<file path="src/rtl/lsu_pkg.sv">
// Shared definitions for the load/store unit: RV32I funct3 encodings and FSM states.
package lsu_pkg;

  localparam logic [2:0] F3_B  = 3'b000;
  localparam logic [2:0] F3_H  = 3'b001;
  localparam logic [2:0] F3_W  = 3'b010;
  localparam logic [2:0] F3_BU = 3'b100;
  localparam logic [2:0] F3_HU = 3'b101;

  typedef enum logic [2:0] {
    IDLE   = 3'd0,
    LOAD   = 3'd1,
    RMW_RD = 3'd2,
    WRITE  = 3'd3,
    RESP   = 3'd4
  } lsu_state_t;

endpackage

</file>
<file path="src/rtl/lsu_align.sv">
// Combinational lane logic: load extraction/extension, sub-word store merge, request error decode.
module lsu_align
  import lsu_pkg::*;
#(
  parameter int unsigned SIZE_BYTES = 1024
) (
  input  logic        store,
  input  logic [2:0]  funct3,
  input  logic [31:0] addr,
  input  logic [31:0] rdata,
  input  logic [31:0] wdata,
  output logic [31:0] load_data,
  output logic [31:0] merged,
  output logic        err
);

  function automatic logic [31:0] extract(input logic [31:0] word, input logic [1:0] off,
                                          input logic [2:0] f3);
    logic [31:0] sh;
    sh = word >> {off, 3'b000};
    case (f3)
      F3_B:    return {{24{sh[7]}}, sh[7:0]};
      F3_BU:   return {24'h0, sh[7:0]};
      F3_H:    return {{16{sh[15]}}, sh[15:0]};
      F3_HU:   return {16'h0, sh[15:0]};
      default: return word;
    endcase
  endfunction

  function automatic logic [31:0] merge(input logic [31:0] old, input logic [31:0] wd,
                                        input logic [1:0] off, input logic [2:0] f3);
    logic [31:0] mask;
    case (f3)
      F3_B:    mask = 32'h0000_00ff << {off, 3'b000};
      F3_H:    mask = 32'h0000_ffff << {off, 3'b000};
      default: mask = 32'hffff_ffff;
    endcase
    return (old & ~mask) | ((wd << {off, 3'b000}) & mask);
  endfunction

  logic        legal;
  logic        misalign;
  logic [32:0] size;
  logic [32:0] end_addr;

  always_comb begin
    legal = 1'b0;
    if (store) legal = funct3 inside {F3_B, F3_H, F3_W};
    else       legal = funct3 inside {F3_B, F3_H, F3_W, F3_BU, F3_HU};

    size = 33'd4;
    if (funct3[1:0] == 2'b00)      size = 33'd1;
    else if (funct3[1:0] == 2'b01) size = 33'd2;

    misalign = ((funct3[1:0] == 2'b01) && addr[0]) ||
               ((funct3[1:0] == 2'b10) && (addr[1:0] != 2'b00));
    // 33-bit sum so addresses near 2^32 cannot wrap into range.
    end_addr = {1'b0, addr} + size;
    err      = !legal || misalign || (end_addr > 33'(SIZE_BYTES));
  end

  assign load_data = extract(rdata, addr[1:0], funct3);
  assign merged    = merge(rdata, wdata, addr[1:0], funct3);

endmodule

</file>
<file path="src/rtl/load_store_unit.sv">
// Single-outstanding RV32I load/store unit in front of a word-only memory port.
module load_store_unit
  import lsu_pkg::*;
#(
  parameter int unsigned SIZE_BYTES = 1024
) (
  input  logic        clk,
  input  logic        rst_n,
  input  logic        req_valid,
  output logic        req_ready,
  input  logic        req_store,
  input  logic [2:0]  req_funct3,
  input  logic [31:0] req_addr,
  input  logic [31:0] req_wdata,
  output logic        resp_valid,
  input  logic        resp_ready,
  output logic [31:0] resp_rdata,
  output logic        resp_err,
  output logic        mem_read,
  output logic        mem_write,
  output logic [31:0] mem_addr,
  output logic [31:0] mem_wdata,
  input  logic [31:0] mem_rdata,
  output logic [2:0]  dbg_state
);

  // Handshakes: a transfer happens on a rising edge where valid & ready are both high;
  // the sender holds valid and its payload stable until then, and valid never waits on ready.
  lsu_state_t  state_q, state_d;
  logic [2:0]  f3_q;
  logic [31:0] addr_q;
  logic [31:0] word_q;
  logic [31:0] rdata_q;
  logic        err_q;

  logic        in_idle;
  logic [2:0]  a_f3;
  logic [31:0] a_addr;
  logic [31:0] load_data;
  logic [31:0] merged;
  logic        a_err;

  assign in_idle = (state_q == IDLE);
  assign a_f3    = in_idle ? req_funct3 : f3_q;
  assign a_addr  = in_idle ? req_addr   : addr_q;

  lsu_align #(.SIZE_BYTES(SIZE_BYTES)) u_align (
    .store     (req_store),
    .funct3    (a_f3),
    .addr      (a_addr),
    .rdata     (mem_rdata),
    .wdata     (word_q),
    .load_data (load_data),
    .merged    (merged),
    .err       (a_err)
  );

  always_ff @(posedge clk or negedge rst_n) begin
    if (!rst_n) state_q <= IDLE;
    else        state_q <= state_d;
  end

  always_comb begin
    state_d = state_q;
    case (state_q)
      IDLE: if (req_valid) begin
        if (a_err)                    state_d = RESP;
        else if (!req_store)          state_d = LOAD;
        else if (req_funct3 == F3_W)  state_d = WRITE;
        else                          state_d = RMW_RD;
      end
      LOAD:    state_d = RESP;
      RMW_RD:  state_d = WRITE;
      WRITE:   state_d = RESP;
      RESP:    if (resp_ready) state_d = IDLE;
      default: state_d = IDLE;
    endcase
  end

  // word_q holds the store data on accept and is overwritten by the merged word for SB/SH.
  always_ff @(posedge clk or negedge rst_n) begin
    if (!rst_n) begin
      f3_q    <= 3'b000;
      addr_q  <= 32'h0;
      word_q  <= 32'h0;
      rdata_q <= 32'h0;
      err_q   <= 1'b0;
    end else begin
      case (state_q)
        IDLE: if (req_valid) begin
          f3_q    <= req_funct3;
          addr_q  <= req_addr;
          word_q  <= req_wdata;
          rdata_q <= 32'h0;
          err_q   <= a_err;
        end
        LOAD:   rdata_q <= load_data;
        RMW_RD: word_q  <= merged;
        RESP: if (resp_ready) begin
          rdata_q <= 32'h0;
          err_q   <= 1'b0;
        end
        default: ;
      endcase
    end
  end

  assign req_ready  = in_idle;
  assign resp_valid = (state_q == RESP);
  assign resp_rdata = rdata_q;
  assign resp_err   = err_q;
  assign mem_read   = (state_q == LOAD) || (state_q == RMW_RD);
  assign mem_write  = (state_q == WRITE);
  assign mem_addr   = (mem_read || mem_write) ? {addr_q[31:2], 2'b00} : 32'h0;
  assign mem_wdata  = mem_write ? word_q : 32'h0;
  assign dbg_state  = state_q;

endmodule

</file>
<file path="config.mk">
export PLATFORM = sky130hd
export DESIGN_NAME = load_store_unit
export DESIGN_NICKNAME = d
export VERILOG_FILES = /design/src/rtl/lsu_pkg.sv /design/src/rtl/lsu_align.sv /design/src/rtl/load_store_unit.sv
export SDC_FILE = /design/constraint.sdc
export NUM_CORES = 1
export LEC_CHECK = 0
export BUFFER_PORTS_ARGS = -buffer_cell sky130_fd_sc_hd__buf_2
export CELL_PAD_IN_SITES_DETAIL_PLACEMENT = 0
export CELL_PAD_IN_SITES_GLOBAL_PLACEMENT = 1
export CORE_MARGIN = 2
export CORE_UTILIZATION = 40
export DETAILED_ROUTE_END_ITERATION = 10
export PLACE_DENSITY = 0.91
export SLEW_MARGIN = 40
export SYNTH_ARGS = -nofsm -noshare
export SYNTH_HDL_FRONTEND = slang
export SYNTH_HIERARCHICAL = 1
export SYNTH_SLANG_ARGS = --single-unit
</file>
<file path="constraint.sdc">
create_clock -name clk -period 10.2 [get_ports clk]
set_clock_uncertainty 0.1 [all_clocks]
set_input_delay 1.02 -clock clk [delete_from_list [all_inputs] [get_ports clk]]
set_output_delay 1.02 -clock clk [all_outputs]
set_load 0.03 [all_outputs]
</file>
==> impl_metrics.json <==
{
  "core_area_sq_um": 17900,
  "power_density_nw_per_um2": 174,
  "hp-start": "resp_rdata[24]$_DFFE_PN0P_",
  "via_count": 6772,
  "worstPathArrival_ns": 5.49,
  "post_cts_resized": 0,
  "worstPathMaxFanout": 45,
  "critical_path.slowest_cell": "mux2_2",
  "post-route-drc-count": 0,
  "ys.flop_type": "dfrtp_1",
  "grt_pass1_wl_um": 34900,
  "syn_area_per_cell_sq_um": 9.29,
  "cts_tree": "done",
  "num_rows": 49,
  "start_util_pct": 40.7,
  "ys_types": 65,
  "power_mw": 1.53,
  "synth_seq_cells": 103,
  "syn_to_final_growth_pct": 20.2,
  "h-tree-depth": 3,
  "setup_ws_ns": 4.89,
  "required_ns": 10.37,
  "critPathLaunch": "dbg_state[2]$_DFFE_PN0P_",
  "slew_headroom_pct": 51.1,
  "ir_worst_vdd_v": 0.0000944,
  "synthCells": 785,
  "maxCapViolations": 0,
  "hold_buffers": 0,
  "clock_sinks": 103,
  "die_area_sq_um": 19300,
  "yosysTopAreaCell": "dfrtp_1",
  "status": "finished, final reports clean",
  "numCtsBuffers": 9,
  "rsz0062_at_grt": "no",
  "place_hpwl_um": 16500,
  "num-fill-cells": 1736,
  "r2r-start": "dbg_state[2]$_DFFE_PN0P_",
  "p_leak_nw": 4.34,
  "pin_count": 208,
  "first_global_vias": 6387,
  "first_iter_violations": 462,
  "crit_chain": "nor3_4 > buf_4 > mux2_2 > nor2_1 > ha_1 > fa_1 > a21oi_1 > nor3_1 > buf_4 > nand3_1 > mux2_1 > nor4_1 > nand4_1 > or4_1 > inv_1 > a31oi_1 > nor3_1",
  "min_path_type": "reg2reg",
  "post-route-util_pct": 48.9,
  "drt_pre_antenna_iters": 8,
  "hold_violations": 0,
  "worst_pin_slew_ns": 0.733,
  "dieWidth_um": 139,
  "antenna_found_initial": 4,
  "root_buffer": "clkbuf_16",
  "synth_enable_flop_cells": 0,
  "endpoint_kind": "flip-flop",
  "drive_above_1_share_pct": 37.0,
  "avgRoutedWirePerCell_um": 19.0,
  "max_stage_delay_ns": 0.74,
  "netlist_area_sq_um": 7290,
  "fin_nets": 1057,
  "yosys-top-cells-area": "dfrtp_1 (35%), mux2_2 (13%), and2_1 (5.6%), a21oi_1 (4.9%), a22o_1 (4.8%)",
  "finalCritPeriodShare_pct": 52.1,
  "dpl_worst_slack_ns": 4.95,
  "port_buffers": 205,
  "vias_per_cell": 5.71,
  "max_freq_ghz": 0.188,
  "dp_cells": 1166,
  "worst_setup_path_start_kind": "flip-flop",
  "finalWeightedCongestion": 0.905,
  "overflow": 0,
  "synth-async-reset-ratio_pct": 100,
  "fin_cells": 1186,
  "clk_latency_ns": 0.36,
  "grt_max_degree": 70,
  "postCtsSetupRepairBufs": 0,
  "ant_nets": 0,
  "ys_warn_count": 6,
  "path_clk_slew_ns": 0.07,
  "cts_buffer_depth": 2,
  "synth.top_cell.area_share_pct": 35.4,
  "slew_violations": 0,
  "die_y_um": 139,
  "track_usage_pct": 22.3,
  "yosysSeqAreaShare_pct": 35.4,
  "fin_crit_ns": 5.31,
  "tns_ns": 0,
  "criticalPathCategory": "reg2reg",
  "setup_viol": 0,
  "routed_wl_um": 22600
}
[Yosys cell counts, types with 3 or more instances]
cell / n
a221oi_2: 7
nor2b_1: 11
dfrtp_1: 103
ha_1: 3
o21a_1: 8
buf_2: 13
nor3_1: 7
o21ai_0: 27
mux2i_1: 18
a21oi_1: 72
xor2_1: 3
nand2_1: 29
nand4_1: 6
mux2_2: 86
a31oi_1: 4
nor2_1: 38
a211oi_1: 10
or2_2: 4
a22oi_1: 17
buf_6: 5
nor4_1: 3
buf_1: 3
a21o_1: 20
clkbuf_1: 44
nor3b_1: 4
and2_1: 65
xnor2_1: 3
nand3_1: 13
o22ai_1: 4
and3_1: 8
inv_1: 40
and4_1: 3
a22o_1: 40
a221oi_1: 25
[placed cells by master (no fill, tap or decap), types with 4 or more instances in the layout]
master,instances
a22o_1,40
o21ai_0,27
mux2i_1,18
nand4_1,6
and3_1,8
a221oi_2,7
a21oi_1,71
inv_1,40
nor2b_1,10
nand2_1,29
and2_1,65
o22ai_1,4
a31oi_1,4
a211oi_1,10
a22oi_1,17
or2_2,4
a21o_1,20
buf_4,13
nor2_1,37
buf_2,204
o21a_1,8
nand3_1,13
dfrtp_1,103
mux2_2,85
clkbuf_16,9
diode_2,4
nor3_1,6
a221oi_1,25
[per-layer routing]
layer	vias to the layer above	global-route usage, %	share of wire, %
li1	3218	-	-
met1	3259	30.9	44
met2	254	34.6	46
met3	41	4.83	6.7
met4	0	8.29	2.8
met5	-	0	0
[report_power, final]
| group | internal (mW) | switching [mW] | total, mW |
|---|---|---|---|
| Clock | 0.188 | 0.155 | 0.343 |
| Sequential | 0.479 | 0.0725 | 0.552 |
| Combinational | 0.279 | 0.355 | 0.633 |
| Total | 0.946 | 0.582 | 1.53 |
[stage by stage]
stage | instance area [sq um] | hold slack, ns
6_report | 8760 | 0.399
5_1_grt | 8760 | 0.409
4_1_cts | 8720 | 0.395
3_5_place_dp | 8430 | 0.380
3_3_place_gp | 8420 | 0.365
2_1_floorplan | 7290 | 0.346
[path summary, 6_finish.rpt]
path	slack (ns)	endpoint	cells past startpoint
worst min register to register	0.40	resp_rdata[24]$_DFFE_PN0P_	1
worst max-delay path	4.89	dbg_state[1]$_DFFE_PN0P_	17
worst min-delay path	0.40	resp_rdata[24]$_DFFE_PN0P_	1
max in group asynchronous	8.50	addr_q[30]$_DFFE_PN0P_	2
worst max register to register	4.89	dbg_state[1]$_DFFE_PN0P_	17
min in group asynchronous	0.51	word_q[3]$_DFFE_PN0P_	1
[registers in the layout, indices dropped and copies added, names as in the netlist]
name / cells
addr_q: 32
resp_err: 1
resp_rdata: 32
word_q: 32
f3_q: 3
dbg_state: 3
[critical path: cells and delay by family, from the launching register on]
family	cells	cell delay, ns
flops	1	0.56
compound gates	2	0.35
buf+inv	3	0.73
fa+ha+maj	2	0.70
mux	2	1.08
simple gates	8	1.70
[area by class of cell]
| type | instances | area (sq um) | share of cell area [%] |
|---|---|---|---|
| Inverter | 40 | 150 | 1.71 |
| Clock inverter | 6 | 62.6 | 0.714 |
| Sequential cell | 103 | 2580 | 29.4 |
| Timing Repair Buffer | 219 | 1150 | 13.1 |
| Tap cell | 229 | 287 | 3.27 |
| Clock buffer | 9 | 225 | 2.57 |
| Antenna cell | 4 | 10.0 | 0.114 |
| Multi-Input combinational cell | 576 | 4300 | 49.1 |
[cells by family after synthesis]
| group | count (synthesis) | share of synthesized area, % |
|---|---|---|
| compound gates | 253 | 24.7 |
| simple gates | 205 | 15.9 |
| buf+inv | 107 | 6.35 |
| mux | 106 | 16.1 |
| flops | 103 | 35.4 |
| xor+xnor | 6 | 0.721 |
| fa+ha+maj | 4 | 0.790 |
| other cells | 1 | 0.0514 |
Note: power is estimated with default switching activity, not from simulation.
